--- src/rtl/alu_seq_pkg.sv ---
// Shared definitions for alu_seq: opcode map, FSM states and op classification.
// ALU_SEQ_MUL_EN marks opcode 0011 as an iterative multiply instead of illegal.
package alu_seq_pkg;

   localparam logic [3:0] OP_ADD  = 4'b0000;
   localparam logic [3:0] OP_SUB  = 4'b0001;
   localparam logic [3:0] OP_INC  = 4'b0010;
   localparam logic [3:0] OP_MUL  = 4'b0011;
   localparam logic [3:0] OP_SEQ  = 4'b0101;
   localparam logic [3:0] OP_ASL  = 4'b0110;
   localparam logic [3:0] OP_ASR  = 4'b0111;
   localparam logic [3:0] OP_NOT  = 4'b1000;
   localparam logic [3:0] OP_AND  = 4'b1001;
   localparam logic [3:0] OP_OR   = 4'b1010;
   localparam logic [3:0] OP_NAND = 4'b1011;
   localparam logic [3:0] OP_ROL  = 4'b1100;
   localparam logic [3:0] OP_ROR  = 4'b1101;

   typedef enum logic [1:0] {
      ST_IDLE = 2'b00,
      ST_BUSY = 2'b01,
      ST_OUT  = 2'b10
   } state_t;

   function automatic logic is_shift(input logic [3:0] op);
      return (op == OP_ASL) || (op == OP_ASR) || (op == OP_ROL) || (op == OP_ROR);
   endfunction

   // Ops that may need the BUSY phase; shifts by 0 or 1 still finish at accept.
   function automatic logic is_iterative(input logic [3:0] op);
`ifdef ALU_SEQ_MUL_EN
      return is_shift(op) || (op == OP_MUL);
`else
      return is_shift(op);
`endif
   endfunction

endpackage

--- src/rtl/alu_seq_comb.sv ---
// Single-cycle datapath of alu_seq: adder ops, logic ops, SEQ, zero-amount shift
// passthrough and their flags. Anything it does not implement is flagged illegal.
module alu_seq_comb #(
   parameter int WIDTH = 8
) (
   input  logic [3:0]       op,
   input  logic [WIDTH-1:0] a,
   input  logic [WIDTH-1:0] b,
   output logic [WIDTH-1:0] result,
   output logic             ovf,
   output logic             carry,
   output logic             illegal
);
   import alu_seq_pkg::*;

   localparam int MSB = WIDTH - 1;

   logic [WIDTH:0] sum_add;
   logic [WIDTH:0] sum_sub;
   logic [WIDTH:0] sum_inc;

   assign sum_add = {1'b0, a} + {1'b0, b};
   assign sum_sub = {1'b0, b} + {1'b0, ~a} + {{WIDTH{1'b0}}, 1'b1};
   assign sum_inc = {1'b0, a} + {{WIDTH{1'b0}}, 1'b1};

   // Overflow = carry into MSB xor carry out; carry-in to MSB recovered from the sum bit.
   always_comb begin
      result  = '0;
      ovf     = 1'b0;
      carry   = 1'b0;
      illegal = 1'b0;
      case (op)
         OP_ADD: begin
            result = sum_add[MSB:0];
            carry  = sum_add[WIDTH];
            ovf    = a[MSB] ^ b[MSB] ^ sum_add[MSB] ^ sum_add[WIDTH];
         end
         OP_SUB: begin
            result = sum_sub[MSB:0];
            carry  = sum_sub[WIDTH];
            ovf    = b[MSB] ^ ~a[MSB] ^ sum_sub[MSB] ^ sum_sub[WIDTH];
         end
         OP_INC: begin
            result = sum_inc[MSB:0];
            carry  = sum_inc[WIDTH];
            ovf    = a[MSB] ^ sum_inc[MSB] ^ sum_inc[WIDTH];
         end
         OP_SEQ:          result = {{(WIDTH-1){1'b0}}, (a == b)};
         OP_ASL, OP_ASR:  result = b;
         OP_ROL, OP_ROR:  result = a;
         OP_NOT:          result = ~a;
         OP_AND:          result = a & b;
         OP_OR:           result = a | b;
         OP_NAND:         result = ~(a & b);
`ifdef ALU_SEQ_MUL_EN
         OP_MUL:          result = '0;
`endif
         default:         illegal = 1'b1;
      endcase
   end

endmodule

--- src/rtl/alu_seq.sv ---
// alu_seq: handshaked ALU with registered result/flags, iterative shift/rotate
// and, when ALU_SEQ_MUL_EN is defined, an iterative shift-add multiplier.
//   state | meaning
//   IDLE  | no result held, ready for an op
//   BUSY  | iterating a shift/rotate or multiply, one step per cycle
//   OUT   | result valid, waiting for out_ready
module alu_seq #(
   parameter int WIDTH = 8,
   parameter int SHW   = $clog2(WIDTH)
) (
   input  logic             clk,
   input  logic             rst_n,
   input  logic             in_valid,
   output logic             in_ready,
   input  logic [3:0]       in_op,
   input  logic [WIDTH-1:0] in_a,
   input  logic [WIDTH-1:0] in_b,
   input  logic [SHW-1:0]   in_shamt,
   output logic             out_valid,
   input  logic             out_ready,
   output logic [WIDTH-1:0] out_result,
   output logic             out_zero,
   output logic             out_neg,
   output logic             out_ovf,
   output logic             out_carry,
   output logic             out_illegal
);
   import alu_seq_pkg::*;

   localparam int CW = SHW + 1;

   // Returns {bit shifted out, shifted value} for a single 1-bit step.
   function automatic logic [WIDTH:0] shift_step(input logic [3:0] op,
                                                 input logic [WIDTH-1:0] v);
      logic [WIDTH:0] r;
      case (op)
         OP_ASL:  r = {v[WIDTH-1], v[WIDTH-2:0], 1'b0};
         OP_ASR:  r = {v[0], v[WIDTH-1], v[WIDTH-1:1]};
         OP_ROL:  r = {v[WIDTH-1], v[WIDTH-2:0], v[WIDTH-1]};
         OP_ROR:  r = {v[0], v[0], v[WIDTH-1:1]};
         default: r = {1'b0, v};
      endcase
      return r;
   endfunction

`ifdef ALU_SEQ_MUL_EN
   // One shift-add step: accumulator is {partial product high, remaining multiplier}.
   function automatic logic [2*WIDTH-1:0] mul_step(input logic [2*WIDTH-1:0] acc_v,
                                                   input logic [WIDTH-1:0]   m);
      logic [WIDTH:0] s;
      s = {1'b0, acc_v[2*WIDTH-1:WIDTH]} + (acc_v[0] ? {1'b0, m} : '0);
      return {s, acc_v[WIDTH-1:1]};
   endfunction
`endif

   state_t           state;
   logic [CW-1:0]    cnt;
   logic [3:0]       op_r;
   logic [WIDTH-1:0] sh_val;

   logic             accept;
   logic             start_busy;
   logic             load_out;

   logic [WIDTH-1:0] c_result;
   logic             c_ovf;
   logic             c_carry;
   logic             c_illegal;

   logic [WIDTH-1:0] sh_src;
   logic [WIDTH:0]   sh_first;
   logic [WIDTH:0]   sh_next;

   logic [WIDTH-1:0] ld_result;
   logic             ld_ovf;
   logic             ld_carry;
   logic             ld_illegal;

`ifdef ALU_SEQ_MUL_EN
   logic [2*WIDTH-1:0] acc;
   logic [WIDTH-1:0]   mcand;
   logic [2*WIDTH-1:0] mul_first;
   logic [2*WIDTH-1:0] mul_next;

   assign mul_first = mul_step({{WIDTH{1'b0}}, in_b}, in_a);
   assign mul_next  = mul_step(acc, mcand);
`endif

   alu_seq_comb #(.WIDTH(WIDTH)) u_comb (
      .op      (in_op),
      .a       (in_a),
      .b       (in_b),
      .result  (c_result),
      .ovf     (c_ovf),
      .carry   (c_carry),
      .illegal (c_illegal)
   );

   assign in_ready = (state == ST_IDLE) || ((state == ST_OUT) && out_ready);
   assign accept   = in_valid && in_ready;

   // The accept edge already performs the first step, so BUSY lasts n-1 cycles.
   assign sh_src     = ((in_op == OP_ROL) || (in_op == OP_ROR)) ? in_a : in_b;
   assign sh_first   = shift_step(in_op, sh_src);
   assign sh_next    = shift_step(op_r, sh_val);
   assign start_busy = is_iterative(in_op) && ((in_op == OP_MUL) || (in_shamt > SHW'(1)));
   assign load_out   = (state == ST_BUSY) ? (cnt == CW'(1)) : (accept && !start_busy);

   always_comb begin
      ld_result  = c_result;
      ld_ovf     = c_ovf;
      ld_carry   = c_carry;
      ld_illegal = c_illegal;
      if (state == ST_BUSY) begin
         ld_result  = sh_next[WIDTH-1:0];
         ld_carry   = sh_next[WIDTH];
         ld_ovf     = 1'b0;
         ld_illegal = 1'b0;
`ifdef ALU_SEQ_MUL_EN
         if (op_r == OP_MUL) begin
            ld_result = mul_next[WIDTH-1:0];
            ld_ovf    = |mul_next[2*WIDTH-1:WIDTH];
            ld_carry  = 1'b0;
         end
`endif
      end else if (is_shift(in_op) && (in_shamt == SHW'(1))) begin
         ld_result  = sh_first[WIDTH-1:0];
         ld_carry   = sh_first[WIDTH];
         ld_ovf     = 1'b0;
         ld_illegal = 1'b0;
      end
   end

   always_ff @(posedge clk or negedge rst_n) begin
      if (!rst_n) begin
         state       <= ST_IDLE;
         cnt         <= '0;
         op_r        <= OP_ADD;
         sh_val      <= '0;
         out_valid   <= 1'b0;
         out_result  <= '0;
         out_zero    <= 1'b0;
         out_neg     <= 1'b0;
         out_ovf     <= 1'b0;
         out_carry   <= 1'b0;
         out_illegal <= 1'b0;
`ifdef ALU_SEQ_MUL_EN
         acc         <= '0;
         mcand       <= '0;
`endif
      end else begin
         if (load_out) begin
            out_result  <= ld_result;
            out_zero    <= (ld_result == '0);
            out_neg     <= ld_result[WIDTH-1];
            out_ovf     <= ld_ovf;
            out_carry   <= ld_carry;
            out_illegal <= ld_illegal;
         end
         case (state)
            ST_BUSY: begin
               cnt    <= cnt - CW'(1);
               sh_val <= sh_next[WIDTH-1:0];
`ifdef ALU_SEQ_MUL_EN
               if (op_r == OP_MUL) acc <= mul_next;
`endif
               if (load_out) begin
                  state     <= ST_OUT;
                  out_valid <= 1'b1;
               end
            end
            ST_IDLE, ST_OUT: begin
               if (accept) begin
                  op_r <= in_op;
                  if (start_busy) begin
                     state     <= ST_BUSY;
                     out_valid <= 1'b0;
                     sh_val    <= sh_first[WIDTH-1:0];
                     cnt       <= CW'(in_shamt) - CW'(1);
`ifdef ALU_SEQ_MUL_EN
                     if (in_op == OP_MUL) begin
                        acc   <= mul_first;
                        mcand <= in_a;
                        cnt   <= CW'(WIDTH - 1);
                     end
`endif
                  end else begin
                     state     <= ST_OUT;
                     out_valid <= 1'b1;
                  end
               end else if ((state == ST_OUT) && out_ready) begin
                  state     <= ST_IDLE;
                  out_valid <= 1'b0;
               end
            end
            default: begin
               state     <= ST_IDLE;
               out_valid <= 1'b0;
            end
         endcase
      end
   end

endmodule

--- config.mk ---
export PLATFORM = sky130hd
export DESIGN_NAME = alu_seq
export DESIGN_NICKNAME = d
export VERILOG_FILES = /design/src/rtl/alu_seq_pkg.sv /design/src/rtl/alu_seq_comb.sv /design/src/rtl/alu_seq.sv
export SDC_FILE = /design/constraint.sdc
export NUM_CORES = 1
export LEC_CHECK = 0
export ABC_CLOCK_PERIOD_IN_PS = 3900
export CORE_ASPECT_RATIO = 0.6
export CORE_MARGIN = 1
export CORE_UTILIZATION = 45
export DETAILED_ROUTE_END_ITERATION = 8
export PLACE_DENSITY = 0.66
export REMOVE_ABC_BUFFERS = 1
export SYNTH_ARGS = -nofsm -noshare
export SYNTH_HDL_FRONTEND = slang
export SYNTH_SLANG_ARGS = --single-unit
--- constraint.sdc ---
create_clock -name clk -period 3.9 [get_ports clk]
set_input_delay 0.78 -clock clk [delete_from_list [all_inputs] [get_ports clk]]
set_output_delay 0.78 -clock clk [all_outputs]
set_load 0.1 [all_outputs]
==> metrics <==
status complete, no violations; top cell type by total area after synthesis dfrtp_1; postcts setup bufs 0; Tot Pwr about 2.4 mW; # IOs between 40 and 50; via density per instance ~6.1; EDFF count, synth 0; max-slew violation count 0; Total Negative Setup Slacks 0 ns; Clock Sinks 30; Synth area leaders dfrtp_1, ha_1, nand2_1, mux2i_1, o21ai_0; period utilisation layout slightly above 90%; CTS root buf clkbuf_16; sequential share of the synthesized area about a fifth; CTS H-tree depth 2; max frequency around 0.28 GHz; port bufs between 40 and 50; Distinct cells, synth 60; pin count of the biggest net entering global routing 31; proportion of layout cells with a drive suffix above 1 15.96%; First-pass DRT Iterations 5; WP data arrival roughly 3.8 ns; vias in the first global route ~3700; total leakage power about 2.1 nW; # resized after CTS 0; Die W 119.1 µm; Final Hold Vio Count 0; First DRT Iteration DRCs approximately 540; row cnt 25; ys flop type dfrtp_1; Power Dens Cells a little over 500 nW/µm²; Max FO, Critical Path 4; antenna violations before repair 1; CP Capture Type flip-flop; Final HPWL DP between 10000 and 15000 µm; most frequent cells in the layout buf_4, nand2_1, clkdlybuf4s50_1, o21ai_0; crit path kind in -> reg; Syn Inst Count just under 500; syn avg cell area 7.647 µm²; hold buffer count at cts 0; Synth Cell Area about 3700 µm²; Detailed Route WL between 10000 and 15000 µm; initial cell density of the core between 40% and 50%; commonest non-fill, non-tap cell in the layout buf_4; post-route insts no fill 672; core box area between 7000 and 8000 µm²; worst skew pair latency ~0.28 ns; antenna cells 0; asr flop ratio synth between 90% and 100%; Filler cells between 700 and 800; min Tclk post-route 3.617 ns; #FFs+latches synth 30; Setup Viol. Count Final 0; max_slew headroom between 30 and 40%; GRT Total Usage about a third; crit-path max cell delay about 0.57 ns; Placement Setup Slack 0.07652 ns; Fin Clk Skew between 0.006 and 0.007 ns; grt ovf 0; WHS slightly below 0.5 ns; nets@finish roughly 620; Placed Instances 664; Syn. warnings 0; share of the synthesized area in the top cell type between 20% and 30%; TritonCTS clock tree built; Reg2Reg Setup Slack around 0.9 ns; global placement routability congestion 1.002; WL/cell around 20 µm; Worst setup SP type primary input; die area 8603 µm²; global-route wire length before repair just over 20000 µm; WP data required approximately 4.1 ns; Syn-to-layout area delta 27.21%; Clock Path Buffers 2; Antenna Nets Post-Route 0; slowest CP cell or4_1; Tightest Pin Transition 1.043 ns; clk slew on worst S/H paths 0.06 ns; Max Cap Viol 0; Chip Height approximately 72 µm; CP Cell Sequence clkdlybuf4s50_1, ha_1, fa_1, nand3_1, buf_4, nand2_1, a221o_1, a21oi_1, o221ai_1, or4_1, o31ai_2; DR vias approximately 4100; Min-Delay Path Class reg -> reg; Final WS setup ~0.28 ns; drc violations 0; worst vdd ir 0.2541 mV; RSZ-0062 raised after global routing no; total CTS buffers 5
==> path summary, 6_finish.rpt <==
path / cells past startpoint / startpoint / end
min: 2 / out_ovf / out_ovf
max reg2reg: 6 / state[0] / out_zero
min in group asynchronous: 2 / rst_n / op_r[0]
max: 11 / in_a[0] / out_zero
max in group asynchronous: 2 / rst_n / state[0]
min reg2reg: 2 / out_ovf / out_ovf
==> power by group <==
part	internal (mW)	switching, mW
clock network	0.252	0.145
logic	0.472	0.938
registers	0.439	0.153
total	1.16	1.24
==> registers in the layout, summed over array words and instances, names as in the netlist <==
register / flops
out_result: 8
state: 1
out_carry: 1
cnt: 4
out_valid: 1
sh_val: 8
out_zero: 1
out_illegal: 1
op_r: 4
out_ovf: 1
==> Yosys cell counts (6+ instances only) <==
library cell and number:
nor2_1 35, o221ai_1 7, nor2b_1 13, a211oi_1 7, a22oi_1 6, dfrtp_1 30, mux2_2 13, nor3_1 15
buf_2 7, a21oi_1 35, o211ai_1 6, o21ai_0 37, nand2_1 56, inv_1 31, ha_1 32, nand3_1 14
xnor2_1 10, o22ai_1 7, clkbuf_1 15, mux2i_1 19, nand2b_1 11
==> through the flow <==
stage,utilization [%],instance area [µm²]
3_5_place_dp,57.58,4557
4_1_cts,59.49,4708
3_3_place_gp,57.58,4557
6_report,59.49,4708
2_1_floorplan,-,3583
5_1_grt,59.49,4708
==> critical path, delay by kind of cell <==
kind                       cells  cell delay [ns]
buffers and inverters          2             0.62
adders and majority gates      2             0.71
AOI/OAI and AO/OA              4             0.94
and+or+nand+nor                3             0.75
==> routing by layer <==
layer	global-route usage, %	vias up	routed length [µm]
met4	4.782	2	129
met5	0	-	9
met1	49.61	1974	6700
met2	44.19	196	5167
met3	7.783	19	1335
li1	-	1926	-
==> logic make-up (layout without fill, tap and decap cells) <==
family	after synthesis	count (layout)	synth area share (%)
adder cells (fa/ha/maj)	34	34	11.90
AND/OR/NAND/NOR	163	163	20.93
XOR/XNOR	14	14	3.313
buffers and inverters	59	139	6.423
AO/OA/AOI/OAI	152	152	28.06
flip-flops	30	30	20.28
multiplexers	32	32	9.094
==> cell type report <==
type	instances	area (µm²)	share of cell area, %
clock inverters	2	12.51	0.2657
clock buffers	6	138.9	2.950
inverters	32	120.1	2.551
repair buffers	99	838.3	17.80
multi-input cells	395	2713	57.61
well taps	108	135.1	2.870
flip-flops and latches	30	750.7	15.94
Power figures use the tool's default switching activity.
